## config.mk

```make
export PLATFORM = sky130hd
export DESIGN_NAME = sequence_generator
export DESIGN_NICKNAME = d
export VERILOG_FILES = /design/src/rtl/seqgen_pkg.sv /design/src/rtl/sequence_generator.sv
export SDC_FILE = /design/constraint.sdc
export NUM_CORES = 1
export LEC_CHECK = 0
export ABC_AREA = 0
export BUFFER_PORTS_ARGS = -buffer_cell sky130_fd_sc_hd__buf_4
export CAP_MARGIN = 20
export CORE_MARGIN = 2
export CORE_UTILIZATION = 35
export CTS_CLUSTER_DIAMETER = 40
export CTS_CLUSTER_SIZE = 30
export DETAILED_ROUTE_END_ITERATION = 10
export GPL_ROUTABILITY_DRIVEN = 0
export PLACE_DENSITY = 0.51
export SYNTH_ARGS = -nofsm -noshare
export SYNTH_HDL_FRONTEND = slang
export SYNTH_SLANG_ARGS = --single-unit
```

## constraint.sdc

```tcl
create_clock -name clk -period 4.6 [get_ports clk]
set_input_delay 0.69 -clock clk [delete_from_list [all_inputs] [get_ports clk]]
set_output_delay 0.69 -clock clk [all_outputs]
set_load 0.01 [all_outputs]
```

## src/rtl/seqgen_pkg.sv

```systemverilog
// Shared definitions for the serial pattern transmitter and the benches that drive
// the 1101 sequence detector from it.
package seqgen_pkg;

  localparam int DEF_WIDTH = 8;
  localparam int DEF_REP_W = 4;
  localparam int DEF_GAP   = 2;

  // Default detector stimulus: 1101 sent as a 4-bit pattern.
  localparam logic [DEF_WIDTH-1:0] PATTERN_1101     = 8'b0000_1101;
  localparam int                   PATTERN_1101_LEN = 4;

  typedef enum logic [1:0] {
    ST_IDLE  = 2'd0,
    ST_SHIFT = 2'd1,
    ST_GAP   = 2'd2
  } state_t;

endpackage

```

## src/rtl/sequence_generator.sv

```systemverilog
// Serial bit-pattern transmitter: shifts a loaded pattern out MSB-first, repeated
// reps+1 times with GAP idle cycles between repeats.
module sequence_generator
  import seqgen_pkg::*;
#(
  parameter int WIDTH = DEF_WIDTH,
  parameter int REP_W = DEF_REP_W,
  parameter int GAP   = DEF_GAP
) (
  input  logic                       clk,
  input  logic                       reset,
  input  logic                       load_valid,
  output logic                       load_ready,
  input  logic [WIDTH-1:0]           pattern,
  input  logic [$clog2(WIDTH+1)-1:0] len,
  input  logic [REP_W-1:0]           reps,
  output logic                       x,
  output logic                       x_valid,
  output logic                       busy,
  output logic                       done
);

  localparam int LEN_W = $clog2(WIDTH + 1);
  localparam int IDX_W = (WIDTH > 1) ? $clog2(WIDTH) : 1;
  localparam int GAP_W = (GAP > 0) ? $clog2(GAP + 1) : 1;

  state_t             state, state_n;
  logic [WIDTH-1:0]   pattern_q, pattern_n;
  logic [IDX_W-1:0]   last_q, last_n;
  logic [IDX_W-1:0]   idx, idx_n, idx_dec;
  logic [IDX_W-1:0]   len_last;
  logic [GAP_W-1:0]   gap_cnt, gap_cnt_n;
  logic [REP_W-1:0]   rep_cnt, rep_cnt_n;
  logic               x_n, x_valid_n, done_n;

  // Index of the first bit to send: len of 0 or above WIDTH means a full word.
  always_comb begin
    if (len == '0 || len > LEN_W'(WIDTH))
      len_last = IDX_W'(WIDTH - 1);
    else
      len_last = IDX_W'(len - 1'b1);
  end

  assign idx_dec = idx - 1'b1;

  always_comb begin
    // NOTE: every next-state variable is defaulted first so no latch is inferred.
    state_n   = state;
    pattern_n = pattern_q;
    last_n    = last_q;
    idx_n     = idx;
    gap_cnt_n = gap_cnt;
    rep_cnt_n = rep_cnt;
    x_n       = 1'b0;
    x_valid_n = 1'b0;
    done_n    = 1'b0;

    unique case (state)
      ST_IDLE: begin
        if (load_valid) begin
          state_n   = ST_SHIFT;
          pattern_n = pattern;
          last_n    = len_last;
          idx_n     = len_last;
          rep_cnt_n = reps;
          x_n       = pattern[len_last];
          x_valid_n = 1'b1;
        end
      end

      // idx names the bit currently on x; outputs are computed one cycle ahead.
      ST_SHIFT: begin
        if (idx != '0) begin
          idx_n     = idx_dec;
          x_n       = pattern_q[idx_dec];
          x_valid_n = 1'b1;
        end else if (rep_cnt != '0) begin
          rep_cnt_n = rep_cnt - 1'b1;
          if (GAP > 0) begin
            state_n   = ST_GAP;
            gap_cnt_n = GAP_W'(GAP - 1);
          end else begin
            idx_n     = last_q;
            x_n       = pattern_q[last_q];
            x_valid_n = 1'b1;
          end
        end else begin
          state_n = ST_IDLE;
          done_n  = 1'b1;
        end
      end

      ST_GAP: begin
        if (gap_cnt == '0) begin
          state_n   = ST_SHIFT;
          idx_n     = last_q;
          x_n       = pattern_q[last_q];
          x_valid_n = 1'b1;
        end else begin
          gap_cnt_n = gap_cnt - 1'b1;
        end
      end

      default: state_n = ST_IDLE;
    endcase
  end

  // NOTE: non-blocking assignments so every register updates from pre-edge values.
  always_ff @(posedge clk or posedge reset) begin
    if (reset) begin
      state      <= ST_IDLE;
      pattern_q  <= '0;
      last_q     <= '0;
      idx        <= '0;
      gap_cnt    <= '0;
      rep_cnt    <= '0;
      x          <= 1'b0;
      x_valid    <= 1'b0;
      done       <= 1'b0;
      busy       <= 1'b0;
      load_ready <= 1'b1;
    end else begin
      state      <= state_n;
      pattern_q  <= pattern_n;
      last_q     <= last_n;
      idx        <= idx_n;
      gap_cnt    <= gap_cnt_n;
      rep_cnt    <= rep_cnt_n;
      x          <= x_n;
      x_valid    <= x_valid_n;
      done       <= done_n;
      busy       <= (state_n != ST_IDLE);
      load_ready <= (state_n == ST_IDLE);
    end
  end

endmodule

```

==> impl_metrics.yaml, run 1 <==
worst_setup_path:
  cp_slowest_stage_delay_ps: 480
  crit_chain: "inv_1 -> ha_1 -> inv_1 -> o21ai_0 -> nand2_1 -> a21oi_1 -> o21ai_0"
  worstRegToRegCells: 7
  crit_slowest_cell: "ha_1"
  cp_data_arrival_time_ps: 2350
  critPathMaxFanout: 15
  start_kind: "flip-flop"
  crit_path_end_kind: "flip-flop"
  r2r-end: "rep_cnt[0]$_DFFE_PP0P_"
  worstSetupPathType: "reg2reg"
  r2r_setup_slack_ps: 2400
  r2r-start: "state[1]$_DFF_PP0_"
  cp.required_ps: 4750
floorplan:
  die_x_um: 70.6
  io_pins: 24
  dieArea_sq_mm: 0.00499
  die_h_um: 70.6
  core_area_sq_mm: 0.00432
  initial_utilization: 0.359
  rows: 24
finish:
  num-fill-cells: 431
  seqCellArea_sq_um: 677
  syn_to_final_growth_pct: 19.7
  nNetsFinal: 202
  multi_input_area_sq_um: 808
  antennaDiodeCount: 0
  drive_above_1_share: 0.272
global_route:
  grt.total_usage: 0.149
  antenna_found_initial: 0
  grt_pass1_vias: 1289
  grt_pass1_wl_mm: 5.85
  grt_max_degree: 28
  overflow: 0
logic_synthesis:
  synth.avg_cell_area_sq_um: 10.6
  syn_inst: 147
  synth-edff-count: 0
  synthArstFlopShare: 1.00
  syn-num-nets: 175
  synth_top_area_share: 0.419
  ys_ff_latch: 27
  synth_area_sq_mm: 0.00155
  synth_seq_area_share: 0.436
  yosys-top-cells-area: "dfrtp_1 42%, mux2_2 8.0%, ha_1 7.3%, mux4_2 5.8%, mux2i_1 3.9%"
  synth.distinct_cells: 33
  synth.yosys.warnings: 0
  ys_dominant_reg_cell: "dfrtp_1"
  synth_top_area_cell: "dfrtp_1"
timing:
  fin_skew_ps: 2.55
  setup_violations: 0
  max_slew_margin: 0.562
  maxSlewViolCount: 0
  tightestPinTransition_ps: 655
  fmaxAchievable_ghz: 0.454
  setup_tns_ps: 0
  post-route-period-util: 0.479
  hold_viol: 0
  rsz0062_at_grt: "no"
  min_period_ps: 2200
  timing.hold.ws_ps: 474
pwr:
  total_leakage_power_nw: 0.873
  power_frac_seq: 0.371
  intPower_w: 0.000716
  combPwrFrac: 0.513
  power.total_w: 0.00119
  vdd_drop_max_uv: 201
  p_clk_frac: 0.116
  power.density_mw_per_mm2: 642
  net-switching-power_w: 0.000477
  switching_share: 0.400
cts:
  htree_levels: 1
  cts_setup_buffers: 0
  insertion_delay_ps: 270
  clk_pin_slew_worst_paths_ps: 100
  clock-root-buffer: "clkbuf_8"
  cts_tree: "done"
  cts-buffers-inserted: 3
  cts.sinks: 27
  cts-resized-gates: 0
  cts_hold_buf: 0
  cts_buffer_depth: 2
detailed_routing:
  ant_nets: 0
  drtPass1Iterations: 4
  route.detailed.drc: 0
  drtIter0Drc: 58
  viasPerCell: 5.20
  dr_total_vias: 1171
  wl_per_cell_um: 14.8
  drt-total-wl_mm: 3.33
run_status:
  status: "finished, final reports clean"
worst_hold_path:
  hp-class: "in2async"
placement:
  dp_hpwl_mm: 2.60
  io_buffers: 23
run:
  maxCapViolCount: 0
## cells in the final DEF (no fill, tap or decap), drive strengths merged, types with 2 or more instances in the layout
cell,instances
o21ai,10
nand2,11
o211ai,2
dfrtp,26
nor2,9
clkbuf,3
nand3,2
mux2i,7
ha,9
a221oi,2
o22a,2
buf,24
a31oi,6
nand2b,4
a21o,2
inv,16
a21oi,5
a22oi,2
nor3,3
mux2,11
xor2,2
mux4,4
## worst max path at each step
stage	depth (start not counted)	to	slack [ps]	from
after detailed placement	8	x$_DFF_PP0_	2080	len[0]
after global routing	7	rep_cnt[0]$_DFFE_PP0P_	2150	state[1]$_DFF_PP0_
after floorplan	7	x$_DFF_PP0_	2330	len[0]
final	7	rep_cnt[0]$_DFFE_PP0P_	2400	state[1]$_DFF_PP0_
after global placement	8	x$_DFF_PP0_	2130	len[0]
after CTS	8	x$_DFF_PP0_	2380	len[0]
## worst max-delay path, delay by kind of cell, from the launching register on
kind                       cells  cell delay (ps)
AOI/OAI and AO/OA              3              610
adders and majority gates      1              480
buffers and inverters          2              330
DFF                            1              430
and+or+nand+nor                1              230
## per-stage QoR
step,worst slack [ps],utilization,instances,cell area (sq um)
2_1_floorplan,2330,-,147,1550
3_3_place_gp,2130,0.412,220,1780
3_5_place_dp,2080,0.412,220,1780
4_1_cts,2380,0.424,224,1830
5_1_grt,2150,0.430,225,1860
6_report,2400,0.430,225,1860
## state kept, by name, indices dropped and copies added, names as in the netlist
signal	cells
busy	1
x_valid	1
pattern_q	8
last_q	3
x	1
done	1
rep_cnt	4
load_ready	1
gap_cnt	2
state	2
idx	3
## power groups by stage
| stage | clock network, W | registers, W | logic, W |
|---|---|---|---|
| after floorplan | 0 | 0.000427 | 0.000463 |
| after global placement | 0 | 0.000441 | 0.000595 |
| after detailed placement | 0 | 0.000446 | 0.000613 |
| after CTS | 0.000147 | 0.000441 | 0.000615 |
| after global routing | 0.000159 | 0.000458 | 0.000694 |
| final | 0.000139 | 0.000443 | 0.000612 |
## area by class of cell
class	instances	area share
multi-input cells	102	0.435
clock inverters	1	0.00404
well taps	52	0.0350
inverters	16	0.0323
repair buffers	24	0.108
clock buffers	3	0.0222
flip-flops and latches	27	0.364
## layer usage
layer / up-vias / wire length, um / global-route usage
li1: 581 / - / -
met1: 565 / 1470 / 0.180
met2: 21 / 1730 / 0.273
met3: 4 / 107 / 0.0228
met4: 0 / 24 / 0.0482
met5: - / 0 / 0
## synthesized netlist by cell type (2+ instances only)
cell,number
a221oi_1,2
nor3_1,3
nand2b_1,4
dfrtp_1,26
inv_1,16
mux4_2,4
nand2_1,11
mux2_2,11
xor2_1,2
clkbuf_1,2
o22a_1,2
nand3_1,2
o211ai_1,2
a21oi_1,5
a21o_1,2
o21ai_0,9
a31oi_1,6
ha_1,9
a22oi_1,2
mux2i_1,6
nor2_1,9
## cells by family (layout without fill, tap and decap cells)
logic type | after synthesis | in the layout | synth area share
AO/OA/AOI/OAI | 35 | 35 | 0.147
AND/OR/NAND/NOR | 34 | 34 | 0.104
flip-flops | 27 | 27 | 0.436
multiplexers | 22 | 22 | 0.185
buffers and inverters | 18 | 44 | 0.0435
adder cells (fa/ha/maj) | 9 | 9 | 0.0725
XOR/XNOR | 2 | 2 | 0.0113
(Power assumes the default switching activity.)
==> run 2, diff against run 1 <==
--- a/config.mk
+++ b/config.mk
@@ -5,7 +5,7 @@
 export SDC_FILE = /design/constraint.sdc
 export NUM_CORES = 1
 export LEC_CHECK = 0
-export ABC_AREA = 0
+export ABC_AREA = 1
 export BUFFER_PORTS_ARGS = -buffer_cell sky130_fd_sc_hd__buf_4
 export CAP_MARGIN = 20
 export CORE_MARGIN = 2
@@ -14,7 +14,7 @@
 export CTS_CLUSTER_SIZE = 30
 export DETAILED_ROUTE_END_ITERATION = 10
 export GPL_ROUTABILITY_DRIVEN = 0
-export PLACE_DENSITY = 0.51
+export PLACE_DENSITY = 0.52
 export SYNTH_ARGS = -nofsm -noshare
 export SYNTH_HDL_FRONTEND = slang
 export SYNTH_SLANG_ARGS = --single-unit
==> constraint.sdc (replaced) <==
create_clock -name clk -period 1.95 [get_ports clk]
set_input_delay 0.2925 -clock clk [delete_from_list [all_inputs] [get_ports clk]]
set_output_delay 0.2925 -clock clk [all_outputs]
set_load 0.01 [all_outputs]
==> run 2 against run 1 <==
  * Combinational power down 87%
  * Non-clock buffer count up 3
  * Wire length rose by 13%
  * Critical path type unchanged
  * Flip-flop and latch count did not move
  * Sequential power grew 26%
  * Worst hold slack got worse by 410 ps
  * Via count up 25%
  * Synthesized cell count is 55% higher
  * Global-route usage rose by 0.51 points
==> impl_metrics.yaml, run 2 <==
logic_synthesis:
  synth.distinct_cells: 28
  synth_seq_area_share: 0.402
  synth_area_sq_mm: 0.00168
  synth.avg_cell_area_sq_um: 7.38
  synthArstFlopShare: 1.00
  synth_top_area_share: 0.387
  syn_inst: 228
  synth-edff-count: 0
  syn-num-nets: 256
  yosys-top-cells-area: "dfrtp_1 39%, nand2_1 13%, inv_1 8.3%, ha_1 6.7%, nand3_1 6.5%"
  ys_dominant_reg_cell: "dfrtp_1"
  synthTopCellsByCount: "58 x nand2_1, 37 x inv_1, 26 x dfrtp_1"
  synth.yosys.warnings: 0
  synth_top_area_cell: "dfrtp_1"
  yosysMostFrequentCell: "nand2_1"
  ys_ff_latch: 27
finish:
  final_cells: 310
  syn_to_final_growth_pct: 18.1
  nNetsFinal: 285
  final_util: 0.423
  regMostFlops: "pattern_q"
  antennaDiodeCount: 0
  final_cell_mix: "58 x nand2_1, 37 x inv_1, 27 x buf_4"
  largest_reg_flops: 8
  final_common_cell: "nand2_1"
  drive_above_1_share: 0.180
  largestRegisters: "pattern_q: 8 flops, rep_cnt: 4 flops"
timing:
  min_period_ps: 1740
  fmaxAchievable_ghz: 0.576
  maxSlewViolCount: 0
  setup_tns_ps: 0
  rsz0062_at_grt: "no"
  tightestPinTransition_ps: 367
  fin_skew_ps: 4.98
  setup_violations: 0
  post-route-period-util: 0.891
  hold_viol: 0
  max_slew_margin: 0.755
detailed_routing:
  drtIter0Drc: 70
  ant_nets: 0
  viasPerCell: 4.72
  drtPass1Iterations: 4
  wl_per_cell_um: 12.1
  drt-total-wl_mm: 3.76
  dr_total_vias: 1463
  route.detailed.drc: 0
floorplan:
  die_h_um: 73.3
  die_x_um: 73.3
  io_pins: 24
  initial_utilization: 0.359
  rows: 25
  core_area_sq_mm: 0.00469
  dieArea_sq_mm: 0.00538
global_route:
  antenna_found_initial: 0
  grt_pass1_wl_mm: 6.42
  grt_pass1_vias: 1380
  grt.total_usage: 0.154
  grt_max_degree: 28
  overflow: 0
run_status:
  status: "finished, final reports clean"
cts:
  cts-resized-gates: 0
  htree_levels: 1
  cts_hold_buf: 0
  cts_setup_buffers: 0
  cts.sinks: 27
  cts-buffers-inserted: 3
  clock-root-buffer: "clkbuf_8"
  insertion_delay_ps: 280
  cts_tree: "done"
  clk_pin_slew_worst_paths_ps: 100
  cts_buffer_depth: 2
worst_setup_path:
  start_kind: "flip-flop"
  cp.required_ps: 2150
  critPathMaxFanout: 12
  worstRegToRegCells: 6
  crit_path_end_kind: "flip-flop"
  worstSetupPathType: "reg2reg"
  cp_data_arrival_time_ps: 1940
run:
  maxCapViolCount: 0
placement:
  io_buffers: 23
  dp.cells: 306
  dp_hpwl_mm: 2.92
pwr:
  total_leakage_power_nw: 1.01
  power.density_mw_per_mm2: 489
  vdd_drop_max_uv: 232
worst_hold_path:
  hp-class: "in2async"
[run 2: cell types whose count changed after synthesis, sizes merged, moves of 4 or more]
| cell | change |
|---|---|
| o21ai | +22 |
| o22ai | +5 |
| mux2 | -11 |
| a31oi | -6 |
| nand2 | +48 |
| mux2i | -7 |
| inv | +28 |
| nand3 | +20 |
| nand2b | -4 |
| mux4 | -4 |
[run 2: layout make-up]
class / instances / area, sq um
well taps: 54 / 67.6
flip-flops and latches: 27 / 677
multi-input cells: 154 / 826
clock inverters: 1 / 7.51
repair buffers: 27 / 203
clock buffers: 3 / 41.3
fillers: 503 / 2710
inverters: 44 / 165
[run 2: through the flow]
stage | worst slack, ps | cell area (sq um) | power, W | hold slack [ps]
floorplan | 491 | 1680 | 0.000608 | 344
global placement | 218 | 1940 | 0.000650 | 390
detailed placement | 219 | 1940 | 0.000650 | 389
CTS | 190 | 1990 | 0.000987 | 79.0
global route | 57.2 | 1990 | 0.00102 | 91.4
finish | 213 | 1990 | 0.000972 | 67.4
[run 2: final timing paths]
| check | startpoint | endpoint | slack [ps] |
|---|---|---|---|
| setup reg to reg | state[0]$_DFF_PP0_ | rep_cnt[1]$_DFFE_PP0P_ | 210 |
| hold / removal | reset | pattern_q[7]$_DFFE_PP0P_ | 70 |
| setup / recovery | state[0]$_DFF_PP0_ | rep_cnt[1]$_DFFE_PP0P_ | 210 |
| min in group clk | pattern[2] | pattern_q[2]$_DFFE_PP0P_ | 250 |
| max in group asynchronous | reset | load_ready$_DFF_PP1_ | 1580 |
| hold reg to reg | pattern_q[3]$_DFFE_PP0P_ | pattern_q[3]$_DFFE_PP0P_ | 500 |
[run 2: logic make-up after synthesis]
| group | count (synthesis) | synth area share |
|---|---|---|
| AO/OA/AOI/OAI | 44 | 0.148 |
| XOR/XNOR | 4 | 0.0208 |
| adder cells (fa/ha/maj) | 9 | 0.0669 |
| buffers and inverters | 47 | 0.107 |
| flip-flops | 27 | 0.402 |
| AND/OR/NAND/NOR | 97 | 0.255 |
[run 2: per-layer routing]
metal,share of wire,global-route usage
met5,0,0
met1,0.52,0.232
met4,0.013,0.0485
met3,0.028,0.0165
met2,0.44,0.232
[run 2: report_power, final]
group / internal [W] / switching, W / leakage [nW]
sequential: 0.000560 / 0 / 0.327
combinational: 0.0000364 / 0.0000410 / 0.664
clock: 0.000145 / 0.000190 / 0.0217
[run 2: critical path, stage by stage (launching register included)]
cell and delay, ps:
dfrtp_1 450, ha_1 320, inv_2 250, nor2_1 140, nor3_4 270, o211ai_1 130, o21ai_0 100
==> run 3, diff against run 2 <==
--- a/config.mk
+++ b/config.mk
@@ -8,13 +8,14 @@
 export ABC_AREA = 1
 export BUFFER_PORTS_ARGS = -buffer_cell sky130_fd_sc_hd__buf_4
 export CAP_MARGIN = 20
+export CORE_ASPECT_RATIO = 0.7
 export CORE_MARGIN = 2
 export CORE_UTILIZATION = 35
 export CTS_CLUSTER_DIAMETER = 40
 export CTS_CLUSTER_SIZE = 30
 export DETAILED_ROUTE_END_ITERATION = 10
 export GPL_ROUTABILITY_DRIVEN = 0
-export PLACE_DENSITY = 0.52
+export PLACE_DENSITY = 0.5
 export SYNTH_ARGS = -nofsm -noshare
 export SYNTH_HDL_FRONTEND = slang
 export SYNTH_SLANG_ARGS = --single-unit
==> constraint.sdc (replaced) <==
create_clock -name clk -period 1.6 [get_ports clk]
set_input_delay 0.24 -clock clk [delete_from_list [all_inputs] [get_ports clk]]
set_output_delay 0.24 -clock clk [all_outputs]
set_load 0.01 [all_outputs]
==> run 3 against run 2 <==
  * Critical path depth up 1
  * Wire length up 8.5%
  * Count of clock-buffer cells in the layout up 1
==> impl_metrics.yaml, run 3 (same netlist as run 2, synthesis figures left out) <==
floorplan:
  die_x_um: 86.9
  die_h_um: 62.0
  core_area_sq_mm: 0.00470
  rows: 21
  initial_utilization: 0.358
  dieArea_sq_mm: 0.00539
  io_pins: 24
finish:
  syn_to_final_growth_pct: 30.3
  antennaDiodeCount: 0
  seqCellArea_sq_um: 678
  multi_input_area_sq_um: 895
  stdcell_area_sq_mm: 0.00219
  num-fill-cells: 474
  largest_reg_flops: 8
  drive_above_1_share: 0.267
  final_cell_mix: "57 x nand2_1, 39 x buf_4, 34 x inv_1"
  regMostFlops: "pattern_q"
  nNetsFinal: 299
  final_common_cell: "nand2_1"
  final_util: 0.466
  largestRegisters: "pattern_q: 8 flops, rep_cnt: 4 flops"
  final_cells: 327
placement:
  dp.cells: 314
  dp_hpwl_mm: 3.11
  io_buffers: 23
  dpl_cell_area_sq_mm: 0.00199
global_route:
  antenna_found_initial: 0
  overflow: 0
  grt_max_degree: 17
  grt.total_usage: 0.161
  grt_pass1_vias: 1333
  grt_pass1_wl_mm: 6.57
detailed_routing:
  viasPerCell: 4.71
  drtIter0Drc: 76
  dr_total_vias: 1539
  wl_per_cell_um: 12.5
  drt-total-wl_mm: 4.08
  route.detailed.drc: 0
  ant_nets: 0
  drtPass1Iterations: 4
timing:
  post-route-period-util: 0.969
  fin_skew_ps: 5.20
  fmaxAchievable_ghz: 0.645
  maxSlewViolCount: 0
  setup_tns_ps: 0
  hold_viol: 0
  timing.hold.ws_ps: 6.02
  max_slew_margin: 0.628
  min_period_ps: 1550
  setup_violations: 0
  tightestPinTransition_ps: 558
worst_setup_path:
  worstRegToRegCells: 7
  crit_end: "idx[0]$_DFFE_PP0P_"
  r2r-end: "idx[0]$_DFFE_PP0P_"
  cp_data_arrival_time_ps: 1710
  crit_buf_inv: 3
  r2r-start: "state[0]$_DFF_PP0_"
  r2r_setup_slack_ps: 50
  crit_family: "compound AO/OA/AOI/OAI gates"
  cp-startpoint: "state[0]$_DFF_PP0_"
  crit_slowest_cell: "dfrtp_2"
  crit_path_end_kind: "flip-flop"
  critPathMaxFanout: 6
  crit_cells: 7
  cpMostUsedCell: "inv_2"
  start_kind: "flip-flop"
  cp_slowest_stage_delay_ps: 430
  cp.required_ps: 1760
  worstSetupPathType: "reg2reg"
  crit_chain: "inv_2 -> ha_2 -> inv_2 -> o21ai_2 -> a211oi_4 -> buf_4 -> o21ai_1"
pwr:
  p_clk_frac: 0.339
  intPower_w: 0.000909
  total_leakage_power_nw: 1.09
  switching_share: 0.232
  power_frac_seq: 0.576
  combPwrFrac: 0.085
  power.density_mw_per_mm2: 540
  vdd_drop_max_uv: 240
  net-switching-power_w: 0.000275
cts:
  cts-buffers-inserted: 3
  cts_tree: "done"
  cts_hold_buf: 0
  clock-root-buffer: "clkbuf_8"
  htree_levels: 1
  cts.sinks: 27
  insertion_delay_ps: 280
  clk_pin_slew_worst_paths_ps: 100
  cts_buffer_depth: 2
run_status:
  status: "finished, final reports clean"
worst_hold_path:
  hp-class: "in2async"
run:
  maxCapViolCount: 0
run 3: cell types whose count changed in the layout (fill, tap and decap cells not counted), sizes merged:
cell | before | now
clkinvlp | 1 | 0
buf | 27 | 41
clkbuf | 3 | 4
run 3: worst reg2reg max path: stages (launching register included):
cell	delay, ps
dfrtp_2	430
inv_2	80
ha_2	210
inv_2	70
o21ai_2	80
a211oi_4	330
buf_4	170
o21ai_1	70
run 3: power by group through the flow:
stage	Sequential, W	Combinational, W	Clock, W
after global routing	0.000682	0.000116	0.000449
after detailed placement	0.000695	0.000103	0
after floorplan	0.000695	0.0000457	0
final	0.000682	0.000101	0.000401
after CTS	0.000682	0.000103	0.000416
after global placement	0.000695	0.000102	0
run 3: worst min path at each step:
stage,endpoint,slack [ps],cells after the start
after floorplan,busy$_DFF_PP0_,290,1
after global placement,rep_cnt[0]$_DFFE_PP0P_,330,2
after detailed placement,rep_cnt[3]$_DFFE_PP0P_,340,2
after CTS,state[0]$_DFF_PP0_,30,2
after global routing,rep_cnt[3]$_DFFE_PP0P_,30,2
final,last_q[2]$_DFFE_PP0P_,6,2
run 3: per-stage QoR:
step	worst slack (ps)	power (W)
after global placement	45.9	0.000798
final	49.6	0.00118
after detailed placement	43.0	0.000798
after CTS	13.3	0.00120
after global routing	-43.9	0.00125
after floorplan	141	0.000741
run 3: layout make-up:
type                            instances  share of cell area
Inverter                               44              0.0776
Timing Repair Buffer                   41               0.152
Tap cell                               57              0.0325
Sequential cell                        27               0.309
Clock buffer                            4              0.0205
Multi-Input combinational cell        154               0.408
run 3: layer usage:
layer	GRT usage	wire length [um]
met1	0.257	2300
met2	0.218	1570
met3	0.0370	140
met4	0.0335	60
met5	0	0
run 3: repair_timing:
action,CTS,global route
setup endpoints to repair,0,12
setup buffers,0,9
resized for setup,0,20
hold endpoints to repair,0,0
